==> src/rtl/reg_operand_reader.sv <==
// Read side of the register-file scoreboard: fetches two source operands,
// stalls on reserved sources or a reserved destination, then hands off to execute.
module reg_operand_reader #(
    parameter int W_OPR  = 32,
    parameter int N_REG  = 16,
    parameter int W_ADDR = 4
) (
    input  logic              clk,
    input  logic              rst,
    input  logic              in_valid,
    output logic              in_ready,
    input  logic [W_ADDR-1:0] in_rs1,
    input  logic [W_ADDR-1:0] in_rs2,
    input  logic [W_ADDR-1:0] in_rd,
    input  logic              in_rd_we,
    output logic [W_ADDR-1:0] rf_raddr_a,
    output logic [W_ADDR-1:0] rf_raddr_b,
    input  logic [W_OPR-1:0]  rf_rdata_a,
    input  logic [W_OPR-1:0]  rf_rdata_b,
    input  logic [N_REG-1:0]  rsv_vec,
    input  logic              wb_valid,
    input  logic [W_ADDR-1:0] wb_addr,
    input  logic [W_OPR-1:0]  wb_data,
    output logic              reserve_o,
    output logic [W_ADDR-1:0] reserve_addr_o,
    output logic              out_valid,
    input  logic              out_ready,
    output logic [W_OPR-1:0]  opa_o,
    output logic [W_OPR-1:0]  opb_o,
    output logic [W_ADDR-1:0] rd_o,
    output logic              rd_we_o,
    output logic [15:0]       stall_cnt_o
);

    typedef enum logic [1:0] {IDLE, WAIT, OUT} state_t;

    state_t            state, state_nxt;
    logic [W_ADDR-1:0] rs1_q, rs2_q, rd_q;
    logic              rd_we_q, res_a_q, res_b_q;
    logic [W_OPR-1:0]  opa_q, opb_q;
    logic [15:0]       stall_q;

    logic              a_ok, b_ok, waw_clear, leave, reserve_need;
    logic [W_OPR-1:0]  a_val, b_val;

    // Resolution priority: r0, then write-back bypass, then an unreserved cell.
    always_comb begin
        a_ok  = res_a_q;
        a_val = opa_q;
        if (!res_a_q) begin
            if (rs1_q == '0) begin
                a_ok  = 1'b1;
                a_val = '0;
            end else if (wb_valid && wb_addr == rs1_q) begin
                a_ok  = 1'b1;
                a_val = wb_data;
            end else if (!rsv_vec[rs1_q]) begin
                a_ok  = 1'b1;
                a_val = rf_rdata_a;
            end
        end
    end

    always_comb begin
        b_ok  = res_b_q;
        b_val = opb_q;
        if (!res_b_q) begin
            if (rs2_q == '0) begin
                b_ok  = 1'b1;
                b_val = '0;
            end else if (wb_valid && wb_addr == rs2_q) begin
                b_ok  = 1'b1;
                b_val = wb_data;
            end else if (!rsv_vec[rs2_q]) begin
                b_ok  = 1'b1;
                b_val = rf_rdata_b;
            end
        end
    end

    assign reserve_need = rd_we_q && (rd_q != '0);
    assign waw_clear    = !reserve_need || !rsv_vec[rd_q] || (wb_valid && wb_addr == rd_q);
    assign leave        = a_ok && b_ok && waw_clear;

    always_comb begin
        state_nxt = state;
        reserve_o = 1'b0;
        case (state)
            IDLE: if (in_valid) state_nxt = WAIT;
            WAIT: if (leave) begin
                state_nxt = OUT;
                reserve_o = reserve_need;
            end
            OUT:  if (out_ready) state_nxt = IDLE;
            default: state_nxt = IDLE;
        endcase
        if (rst) reserve_o = 1'b0;
    end

    always_ff @(posedge clk) begin
        if (rst) begin
            state   <= IDLE;
            rs1_q   <= '0;
            rs2_q   <= '0;
            rd_q    <= '0;
            rd_we_q <= 1'b0;
            res_a_q <= 1'b0;
            res_b_q <= 1'b0;
            opa_q   <= '0;
            opb_q   <= '0;
            stall_q <= '0;
        end else begin
            state <= state_nxt;
            case (state)
                IDLE: if (in_valid) begin
                    rs1_q   <= in_rs1;
                    rs2_q   <= in_rs2;
                    rd_q    <= in_rd;
                    rd_we_q <= in_rd_we;
                    res_a_q <= 1'b0;
                    res_b_q <= 1'b0;
                end
                WAIT: begin
                    res_a_q <= a_ok;
                    res_b_q <= b_ok;
                    opa_q   <= a_val;
                    opb_q   <= b_val;
                    if (!leave && stall_q != 16'hFFFF) stall_q <= stall_q + 16'd1;
                end
                default: ;
            endcase
        end
    end

    assign in_ready       = (state == IDLE) && !rst;
    assign out_valid      = (state == OUT) && !rst;
    assign rf_raddr_a     = rs1_q;
    assign rf_raddr_b     = rs2_q;
    assign reserve_addr_o = rd_q;
    assign opa_o          = opa_q;
    assign opb_o          = opb_q;
    assign rd_o           = rd_q;
    assign rd_we_o        = rd_we_q;
    assign stall_cnt_o    = stall_q;

endmodule

==> config.mk <==
export PLATFORM = sky130hd
export DESIGN_NAME = reg_operand_reader
export DESIGN_NICKNAME = d
export VERILOG_FILES = /design/src/rtl/reg_operand_reader.sv
export SDC_FILE = /design/constraint.sdc
export NUM_CORES = 1
export LEC_CHECK = 0
export ABC_AREA = 1
export BUFFER_PORTS_ARGS = -buffer_cell sky130_fd_sc_hd__buf_2
export CAP_MARGIN = 0
export CORE_MARGIN = 2
export CORE_UTILIZATION = 45
export DETAILED_ROUTE_END_ITERATION = 8
export PLACE_DENSITY = 0.86
export SLEW_MARGIN = 20
export SYNTH_ARGS = -nofsm -noshare
export SYNTH_HDL_FRONTEND = slang
export SYNTH_SLANG_ARGS = --single-unit
export TNS_END_PERCENT = 50
==> constraint.sdc <==
create_clock -name clk -period 5.7 [get_ports clk]
set_input_delay 0.57 -clock clk [delete_from_list [all_inputs] [get_ports clk]]
set_output_delay 0.57 -clock clk [all_outputs]
set_load 0.01 [all_outputs]
==> results.cfg <==
[finish]
final_common_cell = buf_2
drive_above_1_share_pct = 32.5
nets = 1115
stdcell_area_sq_um = 6950
final_cell_mix = buf_2 (233), nand2_1 (171), dfxtp_1 (97)
fillCellCount = 1157
antenna_cells = 0
syn2layout_area_growth_pct = 24.4

[job]
drv_cap = 0

[synth]
avgSynthCellArea_sq_um = 7.07
synthCells = 790
ys_seq_area_share_pct = 34.8
synth-seq-cells = 97
synth_area_sq_um = 5580
ys.flop_type = dfxtp_1
syn-num-nets = 925
yosys.cell_types.count = 34
synth_warnings = 0
synth-edff-count = 0
async_flop_share_pct = 0

[placement]
detailedPlace.worstSlack_ns = 2.65
place.gp.congestion = 0.910
hpwl_um = 12500
numPortBuffers = 233
placed_area_sq_um = 6650

[global_routing]
antenna_found_initial = 0
grt_pass1_vias = 5725
grt-ovfl-total = 0
grt_pass1_wl_um = 27700
gr-usage-all-layers_pct = 25.9
grt_max_degree = 68

[sta]
fin_ws_ns = 2.40
fin_crit_sh_pct = 57.8
relSlewSlack_pct = 25.7
tightest_slew_ns = 1.11
finalCriticalPeriod_ns = 3.30
hold_violations = 0
fin_setup_tns_ns = 0
timing.fmax_ghz = 0.303
rsz0062_at_grt = no
slew_violations = 0
final-setup-viol-count = 0
finalClockSkew_ns = 0.00705

[floorplan]
io_pins = 234
num_rows = 40
die_w_um = 115
core_sq_um = 12100
dieArea_sq_um = 13300
die_h_um = 115
start_util_pct = 46.3

[clock_network]
numCtsBuffers = 9
cts_tree = yes
cts_root_buf = clkbuf_16
clkTransAtPathRegs_ns = 0.07
clockBufferDepth = 2
insertion_delay_ns = 0.34
clkSinkCount = 97
holdBufCountCts = 0
postCtsSetupRepairBufs = 0
ctsResizeCount = 0
htree_levels = 3

[hold_path]
hold_depth = 2
hold_path.class = reg2reg

[power_and_ir_drop]
irDropWorstVdd_uv = 207
power_density_nw_per_um2 = 290
p_leak_nw = 3.23

[setup_path]
critPathLaunch = rf_raddr_a[0]
crit_type = reg2out
r2r-end = opa_o[18]
worstPathRequired_ns = 5.13
crit_path_end_kind = output pin
rr_startpoint = rf_raddr_a[0]
endpoint = reserve_o
rrSetupSlack_ns = 2.84
crit_arrival_ns = 2.73
start_kind = flop
crit_fanout = 20
ff2ff_path_depth = 11

[drt]
firstDrtPassIters = 5
vias = 6098
drt_iter0_drc = 460
ant_nets = 0
drc = 0
viasPerCell = 5.29
routed_wl_um = 17400
avgRoutedWirePerCell_um = 15.1

[status]
status = finished, final reports clean
## report_power, final
group | total [mW] | leakage (nW) | switching [mW] | internal, mW
combinational | 0.607 | 2.29 | 0.390 | 0.217
clock | 0.598 | 0.145 | 0.267 | 0.331
sequential | 0.810 | 0.792 | 0.0553 | 0.755
total | 2.02 | 3.23 | 0.712 | 1.30
## worst min-delay path by stage
stage               from         to
6_report        opb_o[2]   opb_o[2]
5_1_grt         opb_o[0]   opb_o[0]
4_1_cts         opb_o[0]   opb_o[0]
3_5_place_dp    opb_o[0]   opb_o[0]
3_3_place_gp    opb_o[0]   opb_o[0]
2_1_floorplan  opb_o[26]  opb_o[26]
## worst max-delay path, stage by stage, from the launching register on
cell and delay [ns]:
dfxtp_1 0.43, inv_2 0.21, o21ai_0 0.10, nor2_1 0.16, nand3_2 0.32, nand2_1 0.18
inv_2 0.05, nand3_2 0.08, nand3_2 0.40, nor4_2 0.27, buf_2 0.17
## cells by family (layout without fill, tap and decap cells)
logic type	after synthesis	count (layout)	synth area share, %
AOI/OAI and AO/OA	253	253	26.3
xor gates and xnor gates	17	17	2.67
adders and majority gates	1	1	0.224
buffers and inverters	128	323	10.7
DFF	97	97	34.8
and+or+nand+nor	294	294	25.3
## stage by stage
stage / hold slack, ns / power, mW / utilization, % / std cells
2_1_floorplan: 0.488 / 1.25 / - / 790
3_3_place_gp: 0.454 / 1.42 / 55.2 / 1137
3_5_place_dp: 0.455 / 1.43 / 55.2 / 1137
4_1_cts: 0.466 / 2.02 / 57.6 / 1153
5_1_grt: 0.481 / 2.13 / 57.6 / 1153
6_report: 0.469 / 2.02 / 57.6 / 1153
## cells in the mapped netlist, drive strengths merged, types with 6 or more instances
master | instances | area share, %
buf | 34 | 4.4
a21oi | 108 | 11
clkbuf | 23 | 1.5
o21ai | 92 | 8.3
nor2 | 29 | 2.2
o21a | 16 | 2.2
nor3 | 6 | 0.63
nand2 | 185 | 13
o211ai | 35 | 4.7
nand3 | 51 | 5.8
xnor2 | 10 | 1.6
dfxtp | 97 | 35
xor2 | 7 | 1.1
nand4 | 21 | 3.3
inv | 71 | 4.8
## state kept, by name, summed over array words and instances, names as in the netlist
name and flops:
opa_o 32, opb_o 32, stall_cnt_o 16, rd_o 4, rf_raddr_a 4, rf_raddr_b 4
state 2, rd_we_o 1, res_a_q 1, res_b_q 1
## layout make-up
class / instances / area (sq um) / area share [%]
inverter: 71 / 267 / 3.84
sequential: 97 / 1940 / 28.0
clock buffer: 12 / 267 / 3.84
tap: 168 / 210 / 3.03
timing repair buffer: 236 / 1190 / 17.1
multi-input combinational: 565 / 3050 / 43.8
clock inverter: 4 / 26.3 / 0.378
## per-layer routing
layer	global-route usage [%]	wire length, um	vias up
li1	-	-	3044
met1	32.5	7460	2780
met2	43.5	8190	251
met3	6.69	1370	23
met4	8.35	349	0
met5	0	0	-
(Power assumes the default switching activity.)
